[config.mk]
export PLATFORM = sky130hd
export DESIGN_NAME = seq_divider_flat
export DESIGN_NICKNAME = d
export VERILOG_FILES = /design/src/rtl/seq_divider_if.sv /design/src/rtl/seq_divider.sv /design/src/flat_wrapper.sv
export SDC_FILE = /design/constraint.sdc
export NUM_CORES = 1
export LEC_CHECK = 0
export ABC_AREA = 1
export BUFFER_PORTS_ARGS = -buffer_cell sky130_fd_sc_hd__buf_2
export CAP_MARGIN = 20
export CELL_PAD_IN_SITES_DETAIL_PLACEMENT = 0
export CELL_PAD_IN_SITES_GLOBAL_PLACEMENT = 1
export CORE_MARGIN = 3
export CORE_UTILIZATION = 43
export DETAILED_ROUTE_END_ITERATION = 10
export PLACE_DENSITY = 0.9
export SYNTH_ARGS = -nofsm -noshare
export SYNTH_HDL_FRONTEND = slang
export SYNTH_SLANG_ARGS = --single-unit
[constraint.sdc]
create_clock -name clk -period 3.7 [get_ports clk]
set_input_delay 0.74 -clock clk [delete_from_list [all_inputs] [get_ports clk]]
set_output_delay 0.74 -clock clk [all_outputs]
set_load 0.1 [all_outputs]
[src/rtl/seq_divider_if.sv]
// Operand/result bundle for the sequential divider.
//
// Handshake: the master raises start for one cycle (or holds it) with
// signed_mode/dividend/divisor valid in that same cycle; the slave samples
// them only while idle (busy low). busy is high while the slave is iterating
// and further start requests are ignored. done is a one-cycle pulse marking
// the cycle in which quotient/remainder/div_by_zero were updated; those
// results hold until the next completion. A start presented in the done
// cycle is accepted.
interface seq_divider_if #(
  parameter int WIDTH = 16
);
  logic             start;
  logic             signed_mode;
  logic [WIDTH-1:0] dividend;
  logic [WIDTH-1:0] divisor;
  logic             busy;
  logic             done;
  logic [WIDTH-1:0] quotient;
  logic [WIDTH-1:0] remainder;
  logic             div_by_zero;

  modport master (
    output start, signed_mode, dividend, divisor,
    input  busy, done, quotient, remainder, div_by_zero
  );

  modport slave (
    input  start, signed_mode, dividend, divisor,
    output busy, done, quotient, remainder, div_by_zero
  );
endinterface

[src/rtl/seq_divider.sv]
// Multi-cycle restoring divider: one quotient bit per clock, signed or
// unsigned operands, divide-by-zero reported in a single cycle.
module seq_divider #(
  parameter int WIDTH = 16
) (
  input  logic         clk,
  input  logic         rst,          // asynchronous, active-low
  seq_divider_if.slave bus,
  output logic         o_dbg_state   // 0 = IDLE, 1 = RUN
);

  localparam int CW = (WIDTH > 2) ? $clog2(WIDTH) : 1;

  typedef enum logic {
    S_IDLE = 1'b0,
    S_RUN  = 1'b1
  } state_t;

  state_t            r_state,  w_state_nxt;
  logic [WIDTH:0]    r_rem,    w_rem_nxt;    // partial remainder, WIDTH+1 bits
  logic [WIDTH-1:0]  r_work,   w_work_nxt;   // dividend bits out, quotient bits in
  logic [WIDTH-1:0]  r_dvs,    w_dvs_nxt;    // divisor magnitude
  logic [CW-1:0]     r_cnt,    w_cnt_nxt;
  logic              r_neg_q,  w_neg_q_nxt;
  logic              r_neg_r,  w_neg_r_nxt;
  logic [WIDTH-1:0]  r_quot,   w_quot_nxt;
  logic [WIDTH-1:0]  r_remd,   w_remd_nxt;
  logic              r_done,   w_done_nxt;
  logic              r_dbz,    w_dbz_nxt;

  // Operand magnitudes and sign bits taken at the request.
  logic              w_a_neg;
  logic              w_b_neg;
  logic [WIDTH-1:0]  w_a_mag;
  logic [WIDTH-1:0]  w_b_mag;

  // One restoring step. The extra top bit of w_shift/w_diff carries the
  // borrow, so the trial subtraction never overflows.
  logic [WIDTH+1:0]  w_shift;
  logic [WIDTH+1:0]  w_diff;
  logic              w_ge;
  logic [WIDTH:0]    w_step_rem;
  logic [WIDTH-1:0]  w_step_work;
  logic [WIDTH-1:0]  w_q_fin;
  logic [WIDTH-1:0]  w_r_fin;

  assign w_a_neg     = bus.signed_mode & bus.dividend[WIDTH-1];
  assign w_b_neg     = bus.signed_mode & bus.divisor[WIDTH-1];
  // Most-negative value maps to its unsigned magnitude (0x8000 -> 32768).
  assign w_a_mag     = w_a_neg ? (-bus.dividend) : bus.dividend;
  assign w_b_mag     = w_b_neg ? (-bus.divisor)  : bus.divisor;

  assign w_shift     = {r_rem, r_work[WIDTH-1]};
  assign w_diff      = w_shift - {2'b00, r_dvs};
  assign w_ge        = ~w_diff[WIDTH+1];
  assign w_step_rem  = w_ge ? w_diff[WIDTH:0] : w_shift[WIDTH:0];
  assign w_step_work = {r_work[WIDTH-2:0], w_ge};

  // Quotient negates on differing signs (overflow wraps to most-negative);
  // remainder follows the dividend sign.
  assign w_q_fin     = r_neg_q ? (-w_step_work) : w_step_work;
  assign w_r_fin     = r_neg_r ? (-w_step_rem[WIDTH-1:0]) : w_step_rem[WIDTH-1:0];

  // Next-state and datapath update for the IDLE/RUN controller.
  always_comb begin
    w_state_nxt = r_state;
    w_rem_nxt   = r_rem;
    w_work_nxt  = r_work;
    w_dvs_nxt   = r_dvs;
    w_cnt_nxt   = r_cnt;
    w_neg_q_nxt = r_neg_q;
    w_neg_r_nxt = r_neg_r;
    w_quot_nxt  = r_quot;
    w_remd_nxt  = r_remd;
    w_done_nxt  = 1'b0;
    w_dbz_nxt   = r_dbz;

    unique case (r_state)
      S_IDLE: begin
        if (bus.start) begin
          if (bus.divisor == '0) begin
            // Resolved immediately without entering RUN.
            w_quot_nxt = '1;
            w_remd_nxt = bus.dividend;
            w_dbz_nxt  = 1'b1;
            w_done_nxt = 1'b1;
          end else begin
            w_rem_nxt   = '0;
            w_work_nxt  = w_a_mag;
            w_dvs_nxt   = w_b_mag;
            w_cnt_nxt   = CW'(WIDTH - 1);
            w_neg_q_nxt = w_a_neg ^ w_b_neg;
            w_neg_r_nxt = w_a_neg;
            w_state_nxt = S_RUN;
          end
        end
      end
      S_RUN: begin
        w_rem_nxt  = w_step_rem;
        w_work_nxt = w_step_work;
        w_cnt_nxt  = r_cnt - CW'(1);
        if (r_cnt == '0) begin
          w_quot_nxt  = w_q_fin;
          w_remd_nxt  = w_r_fin;
          w_dbz_nxt   = 1'b0;
          w_done_nxt  = 1'b1;
          w_state_nxt = S_IDLE;
        end
      end
      default: w_state_nxt = S_IDLE;
    endcase
  end

  // State and datapath registers; reset discards any in-flight operation.
  always_ff @(posedge clk or negedge rst) begin
    if (!rst) begin
      r_state <= S_IDLE;
      r_rem   <= '0;
      r_work  <= '0;
      r_dvs   <= '0;
      r_cnt   <= '0;
      r_neg_q <= 1'b0;
      r_neg_r <= 1'b0;
      r_quot  <= '0;
      r_remd  <= '0;
      r_done  <= 1'b0;
      r_dbz   <= 1'b0;
    end else begin
      r_state <= w_state_nxt;
      r_rem   <= w_rem_nxt;
      r_work  <= w_work_nxt;
      r_dvs   <= w_dvs_nxt;
      r_cnt   <= w_cnt_nxt;
      r_neg_q <= w_neg_q_nxt;
      r_neg_r <= w_neg_r_nxt;
      r_quot  <= w_quot_nxt;
      r_remd  <= w_remd_nxt;
      r_done  <= w_done_nxt;
      r_dbz   <= w_dbz_nxt;
    end
  end

  assign bus.busy        = (r_state == S_RUN);
  assign bus.done        = r_done;
  assign bus.quotient    = r_quot;
  assign bus.remainder   = r_remd;
  assign bus.div_by_zero = r_dbz;
  assign o_dbg_state     = r_state;

endmodule
[src/flat_wrapper.sv]
// flat-port wrapper written by rule: the top's interface ports become plain ports
module seq_divider_flat 
#(
  parameter int WIDTH = 16
)
  (clk, rst, o_dbg_state, bus_start, bus_signed_mode, bus_dividend, bus_divisor, bus_busy, bus_done, bus_quotient, bus_remainder, bus_div_by_zero);
  seq_divider_if #(.WIDTH(WIDTH)) bus_i ();
  input  logic clk;
  input  logic rst;
  output logic o_dbg_state;
  input wire logic [$bits(bus_i.start)-1:0] bus_start;
  input wire logic [$bits(bus_i.signed_mode)-1:0] bus_signed_mode;
  input wire logic [$bits(bus_i.dividend)-1:0] bus_dividend;
  input wire logic [$bits(bus_i.divisor)-1:0] bus_divisor;
  output wire logic [$bits(bus_i.busy)-1:0] bus_busy;
  output wire logic [$bits(bus_i.done)-1:0] bus_done;
  output wire logic [$bits(bus_i.quotient)-1:0] bus_quotient;
  output wire logic [$bits(bus_i.remainder)-1:0] bus_remainder;
  output wire logic [$bits(bus_i.div_by_zero)-1:0] bus_div_by_zero;
  assign bus_i.start = bus_start;
  assign bus_i.signed_mode = bus_signed_mode;
  assign bus_i.dividend = bus_dividend;
  assign bus_i.divisor = bus_divisor;
  assign bus_busy = bus_i.busy;
  assign bus_done = bus_i.done;
  assign bus_quotient = bus_i.quotient;
  assign bus_remainder = bus_i.remainder;
  assign bus_div_by_zero = bus_i.div_by_zero;
  seq_divider #(.WIDTH(WIDTH)) u_core (.clk(clk), .rst(rst), .bus(bus_i), .o_dbg_state(o_dbg_state));
endmodule
### Word-level counts from Yosys, hierarchy flattened

Cells that the tools add are included.

| word-level totals | value |
|---|---|
| register bits after elaboration | 90 |
| bits in latches | 0 |
| RAM bits | 0 |
| memory bits (read-only) | 0 |
| bits of input ports | 36 |
| word-level logic and storage cells | 66 |
| memories | 0 |

| cells by class | value |
|---|---|
| $add $sub $neg | 6 |
| multipliers | 0 |
| div/mod/pow operators | 0 |
| $lt $le $gt $ge | 0 |
| equality and inequality tests | 4 |
| shift-type cells | 0 |
| muxes and demuxes | 34 |
| bitwise gates (word level) | 6 |
| reductions and logical operators | 5 |

Operators with widths:

| kind | number |
|---|---|
| $mux W16 | 12 |
| $pmux W16 S2 | 3 |
| $neg A16 Y16 | 4 |
| $mux W17 | 3 |
| $pmux W17 S2 | 1 |
| $sub A18 B16 Y18 | 1 |
| $logic_not A16 Y1 | 1 |
| $mux W1 | 9 |
| $mux W4 | 2 |
| $pmux W4 S2 | 1 |
| $ne A2 B2 Y1 const B | 3 |
| $pmux W1 S2 | 3 |
| $reduce_and A3 Y1 | 2 |
| $logic_not A4 Y1 | 1 |
| $sub A4 B1 Y4 const B | 1 |
| $not A1 Y1 | 3 |
| $and A1 B1 Y1 | 2 |
| $ne A2 B1 Y1 const B | 1 |
| $reduce_and A2 Y1 | 1 |
| $xor A1 B1 Y1 | 1 |

### Longest topological paths before layout

| depth | value |
|---|---|
| depth in word-level cells | 6 |
| depth in mapped cells | 27 |
| gate-level depth less buffers | 25 |

### Least setup slack after synthesis

No wires, ideal clock.

| timing path | value |
|---|---|
| path type | register to register |
| from | register u_core.r_rem[7] |
| to | register u_core.r_quot[12], in the netlist u_core.bus.quotient[12] |
| setup time | 67 ps |
| arrival time | 3293 ps |
| slack | 339 ps |
| stages on the path, launching flop included | 24 |
| path buffers | 2 |
| cells stage by stage | dfrtp_1 ha_1 nand2_2 inv_1 a21oi_2 nand3_2 nand2_4 nand3_2 nand2_4 buf_8 buf_12 ha_1 inv_1 nor3_1 inv_1 nor3_1 inv_1 nor3_1 nand3_1 o31ai_1 a21oi_1 o21ai_0 o21ai_0 inv_1 |

| on the way | value |
|---|---|
| cells in the longest elaborated chain, start to end | 6 |

Ends and longest elaborated chain:

| element | RTL line | RTL |
|---|---|---|
| start: declaration | seq_divider.sv:20 | `logic [WIDTH:0] r_rem, w_rem_nxt;` |
| start signal: assignment | seq_divider.sv:130 | `r_rem <= w_rem_nxt;` |
| $sub A18 B16 Y18 | seq_divider.sv:54 | `assign w_diff = w_shift - {2'b00, r_dvs};` |
| $not A1 Y1 | seq_divider.sv:55 | `assign w_ge = ~w_diff[WIDTH+1];` |
| $neg A16 Y16 | seq_divider.sv:61 | `assign w_q_fin = r_neg_q ? (-w_step_work) : w_step_work;` |
| $mux W16 | seq_divider.sv:61 |  |
| $mux W16 | seq_divider.sv:102 | `if (r_cnt == '0) begin` |
| $pmux W16 S2 | seq_divider.sv:78 | `unique case (r_state)` |
| end signal: assignment | seq_divider.sv:136 | `r_quot <= w_quot_nxt;` |
| end: declaration | seq_divider.sv:26 | `logic [WIDTH-1:0] r_quot, w_quot_nxt;` |

No other way between the ends. The select of a mux whose other input is x is not followed.
A chain may end at the register's enable or synchronous reset.

### Worst setup path in the final report

| timing path | value |
|---|---|
| from | register u_core.r_rem[1] |
| to | register u_core.r_remd[10], in the netlist u_core.bus.remainder[10] |

| on the way | value |
|---|---|
| cells in the longest elaborated chain, start to end | 6 |

Ends and longest elaborated chain:

| element | RTL line | RTL |
|---|---|---|
| $sub A18 B16 Y18 | seq_divider.sv:54 |  |
| $mux W17 * | seq_divider.sv:56 | `assign w_step_rem = w_ge ? w_diff[WIDTH:0] : w_shift[WIDTH:0];` |
| $neg A16 Y16 | seq_divider.sv:62 | `assign w_r_fin = r_neg_r ? (-w_step_rem[WIDTH-1:0]) : w_step_rem[WIDTH-1:0];` |
| $mux W16 * | seq_divider.sv:62 |  |
| $mux W16 * | seq_divider.sv:102 |  |
| $pmux W16 S2 * | seq_divider.sv:78 |  |
| end signal: assignment | seq_divider.sv:137 | `r_remd <= w_remd_nxt;` |
| end: declaration | seq_divider.sv:27 | `logic [WIDTH-1:0] r_remd, w_remd_nxt;` |

Every way passes the cells marked *; elsewhere a longest branch is shown, timed or not. The select of a mux whose other input is x is not followed.

==> impl_metrics.sql <==
INSERT INTO impl_metrics (metric_group, metric, value, unit) VALUES
('synthesis', 'postSynthNetCount', '977', ''),
('critical_path', 'timing.critical_path.arrival', '3.54', 'ns'),
('synthesis', 'synthMuxAreaShare', '0', ''),
('timing', 'final-setup-viol-count', '0', ''),
('detailed_routing', 'antenna_violating_nets_left', '0', ''),
('critical_path', 'worst_setup_path_end_kind', 'flip-flop', ''),
('timing', 'final.setup.tns', '0', 'ns'),
('synthesis', 'yosysUniqueCellTypes', '48', ''),
('synthesis', 'netlist.top_cell.by_area', 'sky130_fd_sc_hd__dfrtp_1', ''),
('finish', 'drive_gt1_frac', '0.148', ''),
('synthesis', 'postSynthAreaPerCell', '6.97', 'µm²'),
('floorplan', 'vertical_die_dimension', '128', 'µm'),
('placed_design', 'numPortBuffers', '71', ''),
('finish', 'fin_util', '0.512', ''),
('clock_tree', 'cts_tree', 'built', ''),
('synthesis', 'post_synth_and_or_nand_nor_area_fraction', '0.310', ''),
('timing', 'clock-skew-final', '0.0128', 'ns'),
('clock_tree', 'cts_made_buffers', '9', ''),
('synthesis', 'syn_inst', '919', ''),
('floorplan', 'placementRows', '43', ''),
('synthesis', 'synth_enable_flop_cells', '0', ''),
('timing', 'achievable-frequency', '0.304', 'GHz'),
('detailed_routing', 'routed_wire_length', '18.8', 'mm'),
('finish', 'layout.nets', '1044', ''),
('critical_path', 'worstSetupStartpointType', 'flip-flop', ''),
('flow_run', 'maxCapViolations', '0', ''),
('status', 'status', 'complete, no violations', ''),
('floorplan', 'start_util', '0.451', ''),
('finish', 'layout_commonest_cell', 'sky130_fd_sc_hd__nand2_1', ''),
('clock_tree', 'cts.root.buffer_cell', 'sky130_fd_sc_hd__clkbuf_16', ''),
('grt', 'antenna_found_initial', '1', ''),
('finish', 'layout.cells.most_common_list', 'sky130_fd_sc_hd__nand2_1 (218), sky130_fd_sc_hd__inv_1 (120), sky130_fd_sc_hd__nor2_1 (93)', ''),
('floorplan', 'boundaryPins', '72', ''),
('clock_tree', 'cts.reportedPaths.clkPinSlew', '0.07', 'ns'),
('synthesis', 'synthesis.yosys.warnings', '0', ''),
('critical_path', 'crit_required', '3.95', 'ns'),
('clock_tree', 'htree_levels', '3', ''),
('grt', 'maximum_number_of_pins_on_one_net_before_global_route_repair', '62', ''),
('synthesis', 'synth_xor_area_frac', '0.0287', ''),
('grt', 'grt_pass1_vias', '6175', ''),
('synthesis', 'synth_fa_ha_area_frac', '0.0441', ''),
('clock_tree', 'clock_insertion_delay_at_the_later_pin_of_the_skew_report', '0.36', 'ns'),
('synthesis', 'dominant_combinational_cell_family_by_area_after_synthesis', 'simple AND/OR/NAND/NOR gates', ''),
('synthesis', 'synth_top_cell_area_share', '0.352', ''),
('timing', 'slew_viols_final', '0', ''),
('synthesis', 'synth_seq_cells', '90', ''),
('critical_path', 'critical_path.max_fanout', '20', ''),
('detailed_routing', 'iteration_0_drc_markers', '563', ''),
('detailed_routing', 'drcViolationCount', '0', ''),
('synthesis', 'synth_seq_area_share', '0.352', ''),
('timing', 'maxSlewHeadroom', '0.436', ''),
('grt', 'global_route_wire_length_before_repair', '31.3', 'mm'),
('hold_path', 'class_of_the_tightest_hold_or_removal_check', 'in -> async', ''),
('synthesis', 'synth_area_leaders', 'sky130_fd_sc_hd__dfrtp_1 (35%), sky130_fd_sc_hd__nand2_1 (13%), sky130_fd_sc_hd__inv_1 (7.0%)', ''),
('clock_tree', 'max-clock-path-buffers', '2', ''),
('finish', 'antenna-diode-count', '0', ''),
('grt', 'grt_use_total', '0.240', ''),
('placed_design', 'final_weighted_congestion_of_routability_driven_global_placement', '0.931', ''),
('placed_design', 'dp_hpwl', '14.5', 'mm'),
('detailed_routing', 'routed_vias_inst', '5.35', ''),
('clock_tree', 'cts.hold.buffers_added', '0', ''),
('floorplan', 'dieArea', '16400', 'µm²'),
('timing', 'period_utilization_post_route', '0.889', ''),
('synthesis', 'synth_compound_gate_area_share', '0.166', ''),
('detailed_routing', 'drt_pass1_iterations', '5', ''),
('detailed_routing', 'vias', '6264', ''),
('synthesis', 'synth_area', '6400', 'µm²'),
('timing', 'final-hold-violation-count', '0', ''),
('detailed_routing', 'detail_route.wl_per_cell', '16.0', 'µm'),
('synthesis', 'async_flop_share', '1.00', ''),
('clock_tree', 'clock_sink_count', '90', ''),
('synthesis', 'synthFlopType', 'sky130_fd_sc_hd__dfrtp_1', ''),
('finish', 'area_delta_synth_final', '13.6', '%'),
('critical_path', 'path_class', 'reg -> reg', ''),
('grt', 'grt-ovfl-total', '0', ''),
('floorplan', 'core_area', '14200', 'µm²'),
('timing', 'layout_min_cycle_time', '3.29', 'ns'),
('timing', 'grt_setup_unrepaired', 'false', ''),
('floorplan', 'fp.dieW', '128', 'µm'),
('timing', 'max_slew.worst_pin.slew', '0.846', 'ns');
## state kept, by name (all words and copies together) (netlist names)
register,cells
u_core.bus.done,1
u_core.r_neg_q,1
u_core.bus.quotient,16
u_core.r_work,16
u_core.r_cnt,4
u_core.r_dvs,16
u_core.bus.busy,1
u_core.r_neg_r,1
u_core.bus.div_by_zero,1
u_core.bus.remainder,16
u_core.r_rem,17
## routing by layer
metal	vias to the layer above	part of all wire	track usage
met5	-	0.00048	0
met4	2	0.013	0.0637
met3	22	0.058	0.0438
met2	147	0.44	0.371
met1	2946	0.49	0.347
li1	3147	-	-
## cell usage after synthesis (2+ instances only)
library cell / instances
sky130_fd_sc_hd__nand3b_1: 5
sky130_fd_sc_hd__nor2_1: 93
sky130_fd_sc_hd__o211ai_1: 14
sky130_fd_sc_hd__nand2_4: 10
sky130_fd_sc_hd__nor2_2: 4
sky130_fd_sc_hd__nand4_1: 11
sky130_fd_sc_hd__xor2_1: 12
sky130_fd_sc_hd__nor3_2: 2
sky130_fd_sc_hd__nor3b_1: 2
sky130_fd_sc_hd__o22ai_1: 5
sky130_fd_sc_hd__nand2_1: 218
sky130_fd_sc_hd__nand3_1: 60
sky130_fd_sc_hd__or2_2: 3
sky130_fd_sc_hd__nand2_2: 6
sky130_fd_sc_hd__clkbuf_1: 18
sky130_fd_sc_hd__nor4_1: 3
sky130_fd_sc_hd__o21ai_1: 14
sky130_fd_sc_hd__o21ai_2: 2
sky130_fd_sc_hd__o221ai_1: 2
sky130_fd_sc_hd__o31ai_1: 6
sky130_fd_sc_hd__nor2_4: 2
sky130_fd_sc_hd__nor3_1: 14
sky130_fd_sc_hd__a21oi_1: 37
sky130_fd_sc_hd__a31oi_1: 16
sky130_fd_sc_hd__xnor2_1: 9
sky130_fd_sc_hd__ha_1: 21
sky130_fd_sc_hd__o21ai_0: 84
sky130_fd_sc_hd__inv_2: 8
sky130_fd_sc_hd__o21bai_1: 3
sky130_fd_sc_hd__nand3_2: 5
sky130_fd_sc_hd__buf_2: 4
sky130_fd_sc_hd__buf_1: 2
sky130_fd_sc_hd__inv_1: 120
sky130_fd_sc_hd__dfrtp_1: 90
## critical path: stages (launching register included)
cell,delay (ns)
sky130_fd_sc_hd__dfrtp_1,0.41
sky130_fd_sc_hd__ha_1,0.34
sky130_fd_sc_hd__nand2_1,0.09
sky130_fd_sc_hd__nand2_1,0.07
sky130_fd_sc_hd__nand2_1,0.06
sky130_fd_sc_hd__nand2_1,0.06
sky130_fd_sc_hd__nand2_1,0.08
sky130_fd_sc_hd__nand3_2,0.12
sky130_fd_sc_hd__nand2_4,0.11
sky130_fd_sc_hd__nand3_2,0.16
sky130_fd_sc_hd__nand2_4,0.15
sky130_fd_sc_hd__buf_6,0.22
sky130_fd_sc_hd__nand2_1,0.09
sky130_fd_sc_hd__o21ai_2,0.12
sky130_fd_sc_hd__ha_1,0.21
sky130_fd_sc_hd__inv_1,0.04
sky130_fd_sc_hd__nor2_1,0.18
sky130_fd_sc_hd__nand2_1,0.16
sky130_fd_sc_hd__nor2_4,0.14
sky130_fd_sc_hd__nand2_1,0.08
sky130_fd_sc_hd__nand2_1,0.07
sky130_fd_sc_hd__nand3b_1,0.08
sky130_fd_sc_hd__nand3_1,0.08
sky130_fd_sc_hd__nand2_1,0.05
## path summary, 6_finish.rpt
| check | startpoint | end | slack [ns] | cells past startpoint |
|---|---|---|---|---|
| worst min register to register | u_core.bus.remainder[6]$_DFFE_PN0P_ | u_core.bus.remainder[6]$_DFFE_PN0P_ | 0.47 | 2 |
| worst min-delay path | rst | u_core.r_dvs[2]$_DFFE_PN0P_ | 0.47 | 1 |
| max in group asynchronous | rst | u_core.r_work[10]$_DFFE_PN0P_ | 2.52 | 2 |
| worst max register to register | u_core.r_rem[1]$_DFFE_PN0P_ | u_core.bus.remainder[10]$_DFFE_PN0P_ | 0.41 | 23 |
| min in group clk | u_core.bus.remainder[6]$_DFFE_PN0P_ | u_core.bus.remainder[6]$_DFFE_PN0P_ | 0.47 | 2 |
| worst max-delay path | u_core.r_rem[1]$_DFFE_PN0P_ | u_core.bus.remainder[10]$_DFFE_PN0P_ | 0.41 | 23 |
## metrics by stage
stage / instance area [µm²] / hold WS, ns / instances / setup WS [ns]
floorplan: 6400 / 0.444 / 919 / 0.339
CTS: 7250 / 0.478 / 1170 / 0.151
finish: 7280 / 0.466 / 1171 / 0.410
global placement: 6950 / 0.462 / 1154 / 0.309
detailed placement: 6950 / 0.462 / 1154 / 0.178
global route: 7280 / 0.507 / 1171 / 0.00409
## logic make-up after synthesis
kind of cell | Yosys count
buf+inv | 157
simple gates | 440
flops | 90
fa+ha+maj | 22
compound gates | 189
xor+xnor | 21
## area by class of cell
cell class	count	area (µm²)
Inverter	129	484
Fill cell	1409	6930
Sequential cell	90	2250
Clock buffer	12	246
Tap cell	180	225
Clock inverter	4	51.3
Multi-Input combinational cell	672	3550
Timing Repair Buffer	84	472
## timing repair
action | CTS | global route
hold endpoints to repair | 0 | 0
endpoints found under the setup margin | 0 | 8
resized for setup | 0 | 6
buffers inserted | 0 | 1
Power is not shown: default switching activity piles up to over one toggle a cycle in this logic, so the estimate is an artifact.
